<file path="config.mk">
export PLATFORM = sky130hd
export DESIGN_NAME = alu_share_arbiter
export DESIGN_NICKNAME = d
export VERILOG_FILES = /design/src/rtl/alu_arb_pkg.sv /design/src/rtl/alu_arb_pick.sv /design/src/rtl/alu_share_arbiter.sv
export SDC_FILE = /design/constraint.sdc
export NUM_CORES = 1
export LEC_CHECK = 0
export BUFFER_PORTS_ARGS = -buffer_cell sky130_fd_sc_hd__buf_2
export CAP_MARGIN = 25
export CORE_MARGIN = 2
export CORE_UTILIZATION = 40
export CTS_CLUSTER_DIAMETER = 40
export CTS_CLUSTER_SIZE = 28
export DETAILED_ROUTE_END_ITERATION = 12
export PLACE_DENSITY = 0.72
export SLEW_MARGIN = 30
export SYNTH_ARGS = -nofsm -noshare
export SYNTH_HDL_FRONTEND = slang
export SYNTH_SLANG_ARGS = --single-unit
</file>
<file path="constraint.sdc">
create_clock -name clk_i -period 3.5 [get_ports clk_i]
set_input_delay 0.35 -clock clk_i [delete_from_list [all_inputs] [get_ports clk_i]]
set_output_delay 0.35 -clock clk_i [all_outputs]
set_load 0.02 [all_outputs]
</file>
<file path="src/rtl/alu_arb_pkg.sv">
// Shared-ALU arbiter types: op codes, FSM state type and op-decode helper.
package alu_arb_pkg;

  localparam logic [2:0] OP_AND = 3'b000;
  localparam logic [2:0] OP_OR  = 3'b001;
  localparam logic [2:0] OP_ADD = 3'b010;
  localparam logic [2:0] OP_SUB = 3'b110;
  localparam logic [2:0] OP_MUL = 3'b111;

  // Wide enough for the largest multiply settle time (15).
  localparam int CNT_W = 4;

  typedef enum logic [1:0] {
    ST_IDLE = 2'd0,
    ST_EXEC = 2'd1,
    ST_RESP = 2'd2
  } state_t;

  function automatic logic op_defined(input logic [2:0] ctrl);
    return (ctrl == OP_AND) || (ctrl == OP_OR) || (ctrl == OP_ADD) ||
           (ctrl == OP_SUB) || (ctrl == OP_MUL);
  endfunction

endpackage

</file>
<file path="src/rtl/alu_arb_pick.sv">
// Two-way grant picker, combinational, one-hot out; no valid gives no grant.
// On a tie the requester not named by i_last wins (i_last tied high = req0 priority).
module alu_arb_pick (
  input  logic       i_valid0,
  input  logic       i_valid1,
  input  logic       i_last,
  output logic [1:0] o_grant
);

  always_comb begin
    o_grant = 2'b00;
    if (i_valid0 && i_valid1) begin
      o_grant = i_last ? 2'b01 : 2'b10;
    end else if (i_valid0) begin
      o_grant = 2'b01;
    end else if (i_valid1) begin
      o_grant = 2'b10;
    end
  end

endmodule

</file>
<file path="src/rtl/alu_share_arbiter.sv">
// Two requesters share one combinational ALU, one op in flight; accept-to-rsp 2 cycles (MUL: MUL_LAT+1).
// Ready only in IDLE, response held until rsp_ready_i; ALU_ARB_RR_EN selects round-robin, else req0 priority.
module alu_share_arbiter #(
  parameter int unsigned MUL_LAT = 3
) (
  input  logic        clk_i,
  input  logic        rst_i,
  input  logic        req0_valid_i,
  output logic        req0_ready_o,
  input  logic [31:0] req0_data1_i,
  input  logic [31:0] req0_data2_i,
  input  logic [2:0]  req0_ctrl_i,
  input  logic        req1_valid_i,
  output logic        req1_ready_o,
  input  logic [31:0] req1_data1_i,
  input  logic [31:0] req1_data2_i,
  input  logic [2:0]  req1_ctrl_i,
  output logic [31:0] alu_data1_o,
  output logic [31:0] alu_data2_o,
  output logic [2:0]  alu_ctrl_o,
  input  logic [31:0] alu_data_i,
  output logic        rsp_valid_o,
  output logic        rsp_id_o,
  output logic [31:0] rsp_data_o,
  input  logic        rsp_ready_i
);

  import alu_arb_pkg::*;

  localparam logic [CNT_W-1:0] LP_MUL_CNT = CNT_W'(MUL_LAT);

  state_t             r_state;
  logic [CNT_W-1:0]   r_cnt;
  logic [31:0]        r_alu_d1;
  logic [31:0]        r_alu_d2;
  logic [2:0]         r_alu_ctrl;
  logic               r_rsp_vld;
  logic               r_rsp_id;
  logic [31:0]        r_rsp_data;

  logic [1:0]         w_grant;
  logic               w_last;
  logic               w_acc;
  logic [31:0]        w_sel_d1;
  logic [31:0]        w_sel_d2;
  logic [2:0]         w_sel_ctrl;

`ifdef ALU_ARB_RR_EN
  logic r_last_grant;

  always_ff @(posedge clk_i) begin
    if (rst_i) begin
      r_last_grant <= 1'b1;
    end else if (w_acc) begin
      r_last_grant <= w_grant[1];
    end
  end

  assign w_last = r_last_grant;
`else
  // Pretending req1 won last makes the picker favour req0 on every tie.
  assign w_last = 1'b1;
`endif

  alu_arb_pick u_pick (
    .i_valid0 (req0_valid_i),
    .i_valid1 (req1_valid_i),
    .i_last   (w_last),
    .o_grant  (w_grant)
  );

  assign req0_ready_o = (r_state == ST_IDLE) && w_grant[0];
  assign req1_ready_o = (r_state == ST_IDLE) && w_grant[1];
  assign w_acc        = req0_ready_o || req1_ready_o;

  assign w_sel_d1   = w_grant[1] ? req1_data1_i : req0_data1_i;
  assign w_sel_d2   = w_grant[1] ? req1_data2_i : req0_data2_i;
  assign w_sel_ctrl = w_grant[1] ? req1_ctrl_i  : req0_ctrl_i;

  always_ff @(posedge clk_i) begin
    if (rst_i) begin
      r_state    <= ST_IDLE;
      r_cnt      <= '0;
      r_alu_d1   <= '0;
      r_alu_d2   <= '0;
      r_alu_ctrl <= OP_AND;
      r_rsp_vld  <= 1'b0;
      r_rsp_id   <= 1'b0;
      r_rsp_data <= '0;
    end else begin
      case (r_state)
        ST_IDLE: begin
          if (w_acc) begin
            r_alu_d1   <= w_sel_d1;
            r_alu_d2   <= w_sel_d2;
            r_alu_ctrl <= w_sel_ctrl;
            r_rsp_id   <= w_grant[1];
            r_cnt      <= (w_sel_ctrl == OP_MUL) ? LP_MUL_CNT : CNT_W'(1);
            r_state    <= ST_EXEC;
          end
        end
        ST_EXEC: begin
          if (r_cnt == CNT_W'(1)) begin
            // Undefined op codes return zero whatever the ALU produced.
            r_rsp_data <= op_defined(r_alu_ctrl) ? alu_data_i : 32'd0;
            r_rsp_vld  <= 1'b1;
            r_cnt      <= '0;
            r_state    <= ST_RESP;
          end else begin
            r_cnt <= r_cnt - CNT_W'(1);
          end
        end
        ST_RESP: begin
          if (rsp_ready_i) begin
            r_rsp_vld <= 1'b0;
            r_state   <= ST_IDLE;
          end
        end
        default: begin
          r_state <= ST_IDLE;
        end
      endcase
    end
  end

  assign alu_data1_o = r_alu_d1;
  assign alu_data2_o = r_alu_d2;
  assign alu_ctrl_o  = r_alu_ctrl;
  assign rsp_valid_o = r_rsp_vld;
  assign rsp_id_o    = r_rsp_id;
  assign rsp_data_o  = r_rsp_data;

endmodule

</file>
## Word-level counts from Yosys, hierarchy flattened

Index checks and enable logic that the tools add are counted.

- Bits in registers: 107
- Bits of input ports: 171
- Output and inout port bits: 103
- Logic and storage cells: 55

- Add/sub/neg operators: 1
- Eq/ne operators: 11
- Mux-type cells: 18
- Reductions and logical operators: 17

Operators by type and width:

| kind | count |
|---|---|
| 32-bit two-way mux | 3 |
| 2-bit two-way mux | 7 |
| 3-bit == test, second input constant | 3 |
| 4-bit two-way mux | 2 |
| 4-bit case mux with 2 select lines | 1 |
| 2-bit != test, second input constant | 3 |
| 2-bit case mux with 3 select lines | 1 |
| 2-bit AND reduction | 3 |
| 3-bit AND reduction | 2 |
| 1-bit logical OR | 5 |
| 4-bit by 1-bit == test with 1-bit output, second input constant | 1 |
| 2-bit nonzero test | 2 |
| 4-bit by 1-bit subtractor with 4-bit output, second input constant | 1 |
| 3-bit by 1-bit == test with 1-bit output, second input constant | 1 |
| 3-bit by 2-bit == test with 1-bit output, second input constant | 1 |
| 1-bit logical AND | 3 |
| 3-bit logical NOT | 1 |
| 3-bit two-way mux | 1 |
| 2-bit by 1-bit == test with 1-bit output, second input constant | 1 |
| 2-bit == test, second input constant | 1 |
| 2-bit logical NOT | 1 |
| 1-bit two-way mux | 2 |
| 1-bit case mux with 2 select lines | 1 |

## Depth between registers and ports, before layout

Gate-level depths: netlist of run 1.

- Word-level depth: 8
- Gate-level depth with buffers: 8
- Depth with buffers taken out: 6

## Cells and area by module

A second synthesis of run 1 with hierarchy kept.

- Cells, all modules: 499
- Area, all modules: 5076.1 µm²

Modules (own cells, without submodules):

| module | times used | cells an instance | area each (µm²) | sequential area each (µm²) |
|---|---|---|---|---|
| alu_share_arbiter | 1 | 496 | 5057.4 | 2142.1 |
| alu_arb_pick | 1 | 3 | 18.8 | 0.0 |

## Least setup slack after synthesis of run 1

OpenSTA, ideal clock, no wires.

- Path kind: reg-to-reg
- From: register r_cnt[0]
- To: register r_rsp_data[3] (netlist: rsp_data_o[3])
- Arrival: 1485 ps
- Required time: 3362 ps
- Setup slack: 1877 ps
- Stages on the path, launching flop included: 8
- Path buffers: 2
- Cells stage by stage: dfxtp_1 ha_1 or3b_4 or2_1 buf_4 buf_6 nand2_1 a21oi_1

- Longest elaborated chain between the ends: 2

Ends and longest elaborated chain:

| item | RTL line | RTL |
|---|---|---|
| start, declared | alu_share_arbiter.sv:33 | `logic [CNT_W-1:0] r_cnt;` |
| start signal, assigned | alu_share_arbiter.sv:98 | `r_cnt <= (w_sel_ctrl == OP_MUL) ? LP_MUL_CNT : CNT_W'(1);` |
| start signal, assigned | alu_share_arbiter.sv:110 | `r_cnt <= r_cnt - CNT_W'(1);` |
| 4-bit by 1-bit == test with 1-bit output | alu_share_arbiter.sv:103 | `if (r_cnt == CNT_W'(1)) begin` |
| 2-bit AND reduction (no source line) | -- |  |
| end signal, assigned | alu_share_arbiter.sv:105 | `r_rsp_data <= op_defined(r_alu_ctrl) ? alu_data_i : 32'd0;` |
| end, declared | alu_share_arbiter.sv:39 | `logic [31:0] r_rsp_data;` |

Every way passes these cells.
A chain may end at the register's enable or synchronous reset.

## Final worst setup path of run 1

- From: register r_state[1]
- To: register r_alu_d2[15] (netlist: alu_data2_o[15])

- Longest elaborated chain between the ends: 4
- Elaborated cells between the ends (all ways): 5

Ends and longest elaborated chain:

| item | RTL line | RTL |
|---|---|---|
| start, declared | alu_share_arbiter.sv:32 | `state_t r_state;` |
| start signal, assigned | alu_share_arbiter.sv:82 | `r_state <= ST_IDLE;` |
| start signal, assigned | alu_share_arbiter.sv:99 | `r_state <= ST_EXEC;` |
| start signal, assigned | alu_share_arbiter.sv:108 | `r_state <= ST_RESP;` |
| 2-bit logical NOT (*) | alu_share_arbiter.sv:72, alu_share_arbiter.sv:73, alu_share_arbiter.sv:91 |  |
| 1-bit logical AND, on equally long branches | alu_share_arbiter.sv:72, alu_share_arbiter.sv:73 |  |
| 1-bit logical OR | alu_share_arbiter.sv:74 | `assign w_acc = req0_ready_o \|\| req1_ready_o;` |
| 2-bit AND reduction (no source line) (*) | -- |  |
| end signal, assigned | alu_share_arbiter.sv:95 | `r_alu_d2 <= w_sel_d2;` |
| end, declared | alu_share_arbiter.sv:35 | `logic [31:0] r_alu_d2;` |

Mark *: on every way between the ends. The rest lies on a longest branch, timed or not.

==> flow_summary.toml, run 1 <==
[clocking]
cts_made_buffers = 9
clk_path_buf_depth = 2
cts.repair.resized = 0
cts-htree-levels = 3
cts_root_buf = "clkbuf_16"
post_cts_buffers = 0
cts-hold-fix-buffers = 0
insertion_delay_ps = 340
cts_tree = "done"
clk_pin_slew_ps = 70
numClockSinks = 107

[global_routing]
antenna_found_initial = 0
grt_use_total_pct = 20.40
globalRoute.totalOverflow = 0
grt_pass1_vias = 4369
grt_max_degree = 108
grt_pass1_wl_um = 20920

[logic_synthesis]
synth_edf_count = 0
syn_inst = 495
synth_fp_nets = 668
seq_area_frac_synth_pct = 46.33
synth-main-ff-cell = "dfxtp_1"
synth_seq_cells = 107
synth_area_sq_um = 4623
avgSynthCellArea_sq_um = 9.340
async_flop_share_pct = 0
synth-warning-count = 0
synth.distinct_cells = 35

[floorplan]
die_h_um = 111.5
ioPinCount = 274
core_region_area_sq_um = 11370
rows = 39
die-area_sq_um = 12430
start_util_pct = 40.66
dieWidth_um = 111.5

[drt]
drt_iter0_drc = 223
vias = 4396
dr.pass1.iters = 4
via_per_inst = 4.973
drt-total-wl_um = 12860
drc = 0
ant_nets = 0
wire_per_inst_um = 14.55

[worst_setup_path]
worstPathRequired_ps = 3730
worstSetupPathType = "reg2reg"
critPathLaunchType = "flip-flop"
endpoint_kind = "flip-flop"
arrival_ps = 2240
crit_path_max_fanout = 71

[cells_and_area]
final_common_cell = "buf_2"
post-route-cell-area_sq_um = 6272
final-seq-area_sq_um = 2142
fin_util_pct = 55.17
final_cell_mix = "buf_2 (272), dfxtp_1 (107), nor2_1 (69)"
final_cells = 884
multi_input_area_sq_um = 2222
drive_gt1_share_pct = 42.11
nets = 909
n_antenna_cell = 0
fillerInstances = 1044
area_growth_pct = 35.67

[power]
power.leakage_nw = 2.914
ir_drop_v = 0.0002590
p_per_area_nw_per_um2 = 539.5
totalPowerFinal_mw = 3.384

[outcome]
status = "completed"

[timing]
finalSetupViolCount = 0
finalHoldViolCount = 0
finalCritPeriodShare_pct = 57.39
fin_hold_ws_ps = 265.4
setup_ws_ps = 1491
rsz0062_at_grt = "no"
slew_headroom_pct = 42.44
fmax_mhz = 497.8
slew_viol_final = 0
fin_skew_ps = 6.651
fin_tns_setup_ps = 0
tightest_slew_ps = 863.4
fin_crit_ps = 2009

[placement]
place_inst = 868
hpwl_um = 9478
gp_congestion = 0.7704
port_buffers = 273
pre_cts_slack_ps = 1483
post_dp_cell_area_sq_um = 5963

[worst_hold_path]
hp-class = "in2reg"

[job]
max_cap_violations = 0
==> registers in the layout, indices dropped and copies added, names as in the netlist <==
register / flops
r_state: 2
alu_data1_o: 32
rsp_id_o: 1
rsp_data_o: 32
r_cnt: 4
alu_ctrl_o: 3
rsp_valid_o: 1
alu_data2_o: 32
==> synthesized netlist by cell type (5+ instances only) <==
| library cell | instances | area, sq um |
|---|---|---|
| buf_6 | 5 | 56.30 |
| buf_4 | 12 | 90.09 |
| nand3_1 | 34 | 170.2 |
| buf_2 | 12 | 60.06 |
| nand2_1 | 38 | 142.6 |
| a211oi_2 | 9 | 112.6 |
| a211oi_1 | 57 | 427.9 |
| mux2i_1 | 67 | 670.6 |
| dfxtp_1 | 107 | 2142 |
| a21oi_1 | 36 | 180.2 |
| nor2_1 | 69 | 259.0 |
| clkbuf_1 | 15 | 56.30 |
==> kinds of logic after synthesis <==
logic type | after synthesis | synth area share [%]
and+or+nand+nor | 159 | 15.16
AOI/OAI and AO/OA | 112 | 17.29
DFF | 107 | 46.33
muxes | 68 | 14.75
buffers and inverters | 47 | 5.927
adders and majority gates | 2 | 0.5412
==> metal layers <==
| layer | part of all wire, % | GRT usage, % | vias up |
|---|---|---|---|
| li1 | - | - | 2242 |
| met3 | 7.9 | 5.498 | 17 |
| met4 | 1.7 | 6.255 | 0 |
| met1 | 41 | 24.26 | 1961 |
| met2 | 49 | 36.02 | 176 |
| met5 | 0 | 0 | - |
==> worst paths after layout <==
path	end	cells after the start	slack (ps)	startpoint
worst max register to register	alu_data2_o[15]$_SDFFE_PP0P_	5	1490	r_state[1]$_SDFFE_PP0P_
worst min register to register	rsp_data_o[12]$_SDFFE_PP0P_	2	450	rsp_data_o[12]$_SDFFE_PP0P_
worst min-delay path	rsp_data_o[7]$_SDFFE_PP0P_	3	270	alu_data_i[7]
worst max-delay path	alu_data2_o[15]$_SDFFE_PP0P_	5	1490	r_state[1]$_SDFFE_PP0P_
==> worst max-delay path, stage by stage (launching register included) <==
cell and delay [ps]:
dfxtp_1 370, nor2_4 200, o21a_4 650, buf_12 330, nor2_1 70, a211oi_1 260
==> final cells by class <==
class	instances	share of cell area (%)
Sequential cell	107	34.15
Clock inverter	7	1.337
Timing Repair Buffer	275	22.52
Clock buffer	9	3.591
Inverter	2	0.1197
Tap cell	143	2.853
Multi-Input combinational cell	341	35.43
==> power breakdown <==
group          leakage (nW)  switching, mW  internal [mW]
Sequential            0.882         0.0785           1.36
Clock                 0.154          0.482          0.571
Combinational          1.88          0.551          0.338
Note: power is estimated with default switching activity, not from simulation.
==> run 2, diff against run 1 <==
==> constraint.sdc (replaced) <==
create_clock -name clk_i -period 1.9 [get_ports clk_i]
set_input_delay 0.19 -clock clk_i [delete_from_list [all_inputs] [get_ports clk_i]]
set_output_delay 0.19 -clock clk_i [all_outputs]
set_load 0.02 [all_outputs]
==> run 2 against run 1 <==
Net effect: fmax is 15% higher; first-iteration DRC count is 10% higher; sequential share of layout area shrank 0.54 points; global-route usage increased by 0.25 points; critical path type unchanged; critical endpoint is now rsp_data_o[15]$_SDFFE_PP0P_; largest power group unchanged; highest routed layer unchanged.
==> flow_summary.toml, run 2 (synthesis gave the netlist of run 1 again) <==
[job]
max_cap_violations = 0

[cells_and_area]
drive_gt1_share_pct = 42.23
fin_util_pct = 56.05
fillerInstances = 1033
final-seq-area_sq_um = 2142
area_growth_pct = 37.83
post-route-cell-area_sq_um = 6372
final_cell_mix = "buf_2 (272), dfxtp_1 (107), nor2_1 (69)"
final_common_cell = "buf_2"
n_antenna_cell = 0
nets = 915
multi_input_area_sq_um = 2222

[floorplan]
die_h_um = 111.5
die-area_sq_um = 12430
start_util_pct = 40.66
dieWidth_um = 111.5
core_region_area_sq_um = 11370
rows = 39
ioPinCount = 274

[worst_setup_path]
cp_cell_sequence = "ha_1, or3b_4, or2_1, buf_12, nand2_1, a21oi_1"
worstSetupPathType = "reg2reg"
slowest_delay_ps = 410
endpoint_kind = "flip-flop"
r2r_slack_ps = 150
cp_top_family = "simple AND/OR/NAND/NOR gates"
worstPathRequired_ps = 2100
cpMaxStageDelayCell = "or3b_4"
critPathLaunchType = "flip-flop"
crit_path_max_fanout = 32
path_buf_inv = 1
arrival_ps = 1950

[drt]
wire_per_inst_um = 14.84
drt-total-wl_um = 13190
vias = 4481
drc = 0
dr.pass1.iters = 5
via_per_inst = 5.040
drt_iter0_drc = 246
ant_nets = 0

[clocking]
cts_tree = "done"
cts_made_buffers = 9
cts_root_buf = "clkbuf_16"
cts-htree-levels = 3
numClockSinks = 107
clk_path_buf_depth = 2
cts-hold-fix-buffers = 0
clk_pin_slew_ps = 70
cts.repair.resized = 0
insertion_delay_ps = 340
post_cts_buffers = 0

[timing]
fin_skew_ps = 8.624
slew_headroom_pct = 59.72
fin_tns_setup_ps = 0
fin_hold_ws_ps = 106.8
tightest_slew_ps = 604.2
finalHoldViolCount = 0
fin_crit_ps = 1747
slew_viol_final = 0
finalCritPeriodShare_pct = 91.94
rsz0062_at_grt = "no"
finalSetupViolCount = 0
fmax_mhz = 572.5

[power]
power.leakage_nw = 2.953
p_per_area_nw_per_um2 = 993.8
totalPowerFinal_mw = 6.333
ir_drop_v = 0.0005453

[placement]
hpwl_um = 10030
port_buffers = 273
post_dp_cell_area_sq_um = 6055
gp_congestion = 0.7865

[worst_hold_path]
hp-class = "in2reg"

[global_routing]
grt_use_total_pct = 20.65
antenna_found_initial = 0
globalRoute.totalOverflow = 0
grt_pass1_wl_um = 21110
grt_max_degree = 87
grt_pass1_vias = 4503

[outcome]
status = "completed"
run 2: worst min-delay path, cell delays in order:
cell and delay [ps]:
buf_2 90, nand3_1 60, a21oi_1 60
run 2: worst paths after layout:
check / depth (start not counted) / to / from
max: 6 / rsp_data_o[15]$_SDFFE_PP0P_ / r_cnt[0]$_SDFFE_PP0P_
min: 3 / rsp_data_o[25]$_SDFFE_PP0P_ / alu_data_i[25]
max reg2reg: 6 / rsp_data_o[15]$_SDFFE_PP0P_ / r_cnt[0]$_SDFFE_PP0P_
min reg2reg: 2 / rsp_data_o[25]$_SDFFE_PP0P_ / rsp_data_o[25]$_SDFFE_PP0P_
run 2: final cells by class:
type / count / share of cell area, %
Clock buffer: 11 / 3.809
Clock inverter: 4 / 1.178
Inverter: 2 / 0.1178
Multi-Input combinational cell: 341 / 34.87
Sequential cell: 107 / 33.61
Tap cell: 143 / 2.808
Timing Repair Buffer: 281 / 23.60
run 2: stage by stage:
stage	setup WS, ps	std cells
finish	153.2	889
global route	47.32	889
CTS	157.2	889
detailed placement	168.3	874
global placement	249.1	874
floorplan	276.6	495
run 2: report_power, final:
group          switching (mW)  leakage [nW]  internal, mW  total [mW]
logic                    1.03          1.92         0.659        1.69
clock network           0.800         0.148          1.18        1.98
registers               0.147         0.882          2.51        2.66
total                    1.98          2.95          4.36        6.33
run 2: layer usage:
layer | routed length (um) | vias to the layer above | GRT usage [%]
met4 | 308 | 0 | 8.066
li1 | - | 2249 | -
met5 | 0 | - | 0
met2 | 6693 | 173 | 37.76
met1 | 5214 | 2036 | 22.80
met3 | 975 | 23 | 5.498
==> run 3, diff against run 2 <==
--- a/config.mk
+++ b/config.mk
@@ -7,12 +7,14 @@
 export LEC_CHECK = 0
 export BUFFER_PORTS_ARGS = -buffer_cell sky130_fd_sc_hd__buf_2
 export CAP_MARGIN = 25
+export CELL_PAD_IN_SITES_DETAIL_PLACEMENT = 1
+export CELL_PAD_IN_SITES_GLOBAL_PLACEMENT = 1
 export CORE_MARGIN = 2
-export CORE_UTILIZATION = 40
-export CTS_CLUSTER_DIAMETER = 40
+export CORE_UTILIZATION = 31
+export CTS_CLUSTER_DIAMETER = 120
 export CTS_CLUSTER_SIZE = 28
 export DETAILED_ROUTE_END_ITERATION = 12
-export PLACE_DENSITY = 0.72
+export PLACE_DENSITY = 0.78
 export SLEW_MARGIN = 30
 export SYNTH_ARGS = -nofsm -noshare
 export SYNTH_HDL_FRONTEND = slang
==> run 3 against run 2 <==
Net effect: routed wire length increased by 11%; non-clock buffer count rose by 1; hold slack lost 1.9 ps; sequential cell count stayed put; clock skew decreased by 3.8 ps; count of clock-buffer cells in the layout grew 3; critical path depth unchanged; first-iteration DRC count shrank 54%.
==> flow_summary.toml, run 3 (synthesis gave the netlist of run 1 again) <==
[worst_hold_path]
worstHoldStart = "alu_data_i[14]"
whs_endpoint = "rsp_data_o[14]$_SDFFE_PP0P_"
hp-class = "in2reg"
hold_depth = 3

[cells_and_area]
n_antenna_cell = 0
nets = 916
post-route-cell-area_sq_um = 6395
final_common_cell = "buf_2"
drive_gt1_share_pct = 42.17
final_cell_mix = "buf_2 (272), dfxtp_1 (107), nor2_1 (69)"
fin_util_pct = 44.00
final_cells = 931
area_growth_pct = 38.32

[clocking]
post_cts_buffers = 0
clk_pin_slew_ps = 70
cts_root_buf = "clkbuf_16"
cts_tree = "done"
cts-htree-levels = 3
cts-hold-fix-buffers = 0
cts.repair.resized = 0
cts_made_buffers = 9
numClockSinks = 107
clk_path_buf_depth = 2
insertion_delay_ps = 340

[power]
ir_drop_v = 0.0003810
p_per_area_nw_per_um2 = 963.6
power.leakage_nw = 2.942
totalPowerFinal_mw = 6.162

[worst_setup_path]
r2r_slack_ps = 210
critPathLaunchType = "flip-flop"
reg2reg_depth = 6
worstSetupPathType = "reg2reg"
crit_path_max_fanout = 24
endpoint_kind = "flip-flop"
worstPathRequired_ps = 2120
r2r-end = "rsp_data_o[0]$_SDFFE_PP0P_"
arrival_ps = 1920
r2r_start = "r_cnt[0]$_SDFFE_PP0P_"

[drt]
vias = 4539
drc = 0
drt-total-wl_um = 14640
via_per_inst = 4.875
ant_nets = 0
drt_iter0_drc = 114
dr.pass1.iters = 4
wire_per_inst_um = 15.72

[timing]
slew_headroom_pct = 58.60
fin_crit_ps = 1694
rsz0062_at_grt = "no"
tightest_slew_ps = 621.0
slew_viol_final = 0
fin_tns_setup_ps = 0
setup_ws_ps = 206.2
finalHoldViolCount = 0
fin_hold_ws_ps = 104.9
fmax_mhz = 590.4
finalCritPeriodShare_pct = 89.15
fin_skew_ps = 4.832
finalSetupViolCount = 0

[global_routing]
globalRoute.totalOverflow = 0
grt_use_total_pct = 18.01
grt_pass1_vias = 4828
grt_pass1_wl_um = 23260
antenna_found_initial = 0
grt_max_degree = 71

[outcome]
status = "completed"

[floorplan]
core_region_area_sq_um = 14530
die_h_um = 126.1
start_util_pct = 31.81
ioPinCount = 274
dieWidth_um = 126.1
rows = 44
die-area_sq_um = 15910

[placement]
place_inst = 916
gp_congestion = 0.7289
hpwl_um = 11440
port_buffers = 273
pre_cts_slack_ps = 200.6
post_dp_cell_area_sq_um = 6113

[job]
max_cap_violations = 0
==> run 3: cell types whose count changed in the layout (fill, tap and decap cells not counted), sizes merged <==
cell | previous run | this run
clkbuf | 11 | 14
bufinv | 2 | 0
clkinvlp | 2 | 1
buf | 281 | 282
==> run 3: how the worst max path moves through the flow <==
stage | from | endpoint | slack [ps] | cells past startpoint
2_1_floorplan | r_cnt[0]$_SDFFE_PP0P_ | rsp_data_o[3]$_SDFFE_PP0P_ | 280 | 7
3_3_place_gp | r_cnt[0]$_SDFFE_PP0P_ | rsp_data_o[5]$_SDFFE_PP0P_ | 280 | 6
4_1_cts | r_cnt[0]$_SDFFE_PP0P_ | rsp_data_o[23]$_SDFFE_PP0P_ | 190 | 6
5_1_grt | r_cnt[0]$_SDFFE_PP0P_ | rsp_data_o[20]$_SDFFE_PP0P_ | 100 | 6
3_5_place_dp | r_cnt[0]$_SDFFE_PP0P_ | rsp_data_o[20]$_SDFFE_PP0P_ | 200 | 6
6_report | r_cnt[0]$_SDFFE_PP0P_ | rsp_data_o[0]$_SDFFE_PP0P_ | 210 | 6
==> run 3: layout make-up <==
type	instances	area, sq um
Clock buffer	14	274.0
Multi-Input combinational cell	341	2222
Fill cell	1788	8139
Clock inverter	1	7.507
Tap cell	184	230.2
Sequential cell	107	2142
Inverter	2	7.507
Timing Repair Buffer	282	1511
==> run 3: metal layers <==
metal	vias up	wire length [um]	track usage [%]
li1	2252	-	-
met1	2098	5781	19.66
met2	176	7432	33.11
met3	13	1216	6.075
met4	0	204	4.977
met5	-	0	0
==> run 3: worst max-delay path: stages, from the launching register on <==
cell and delay [ps]:
dfxtp_1 390, ha_1 170, or3b_4 410, or2_1 230, buf_4 210, nand2_1 100
a21oi_1 60
==> run 3: where the power goes <==
part           internal [mW]  switching (mW)  total [mW]
clock network          0.992           0.795        1.79
logic                  0.659            1.05        1.71
registers               2.51           0.153        2.67
total                   4.16            2.00        6.16
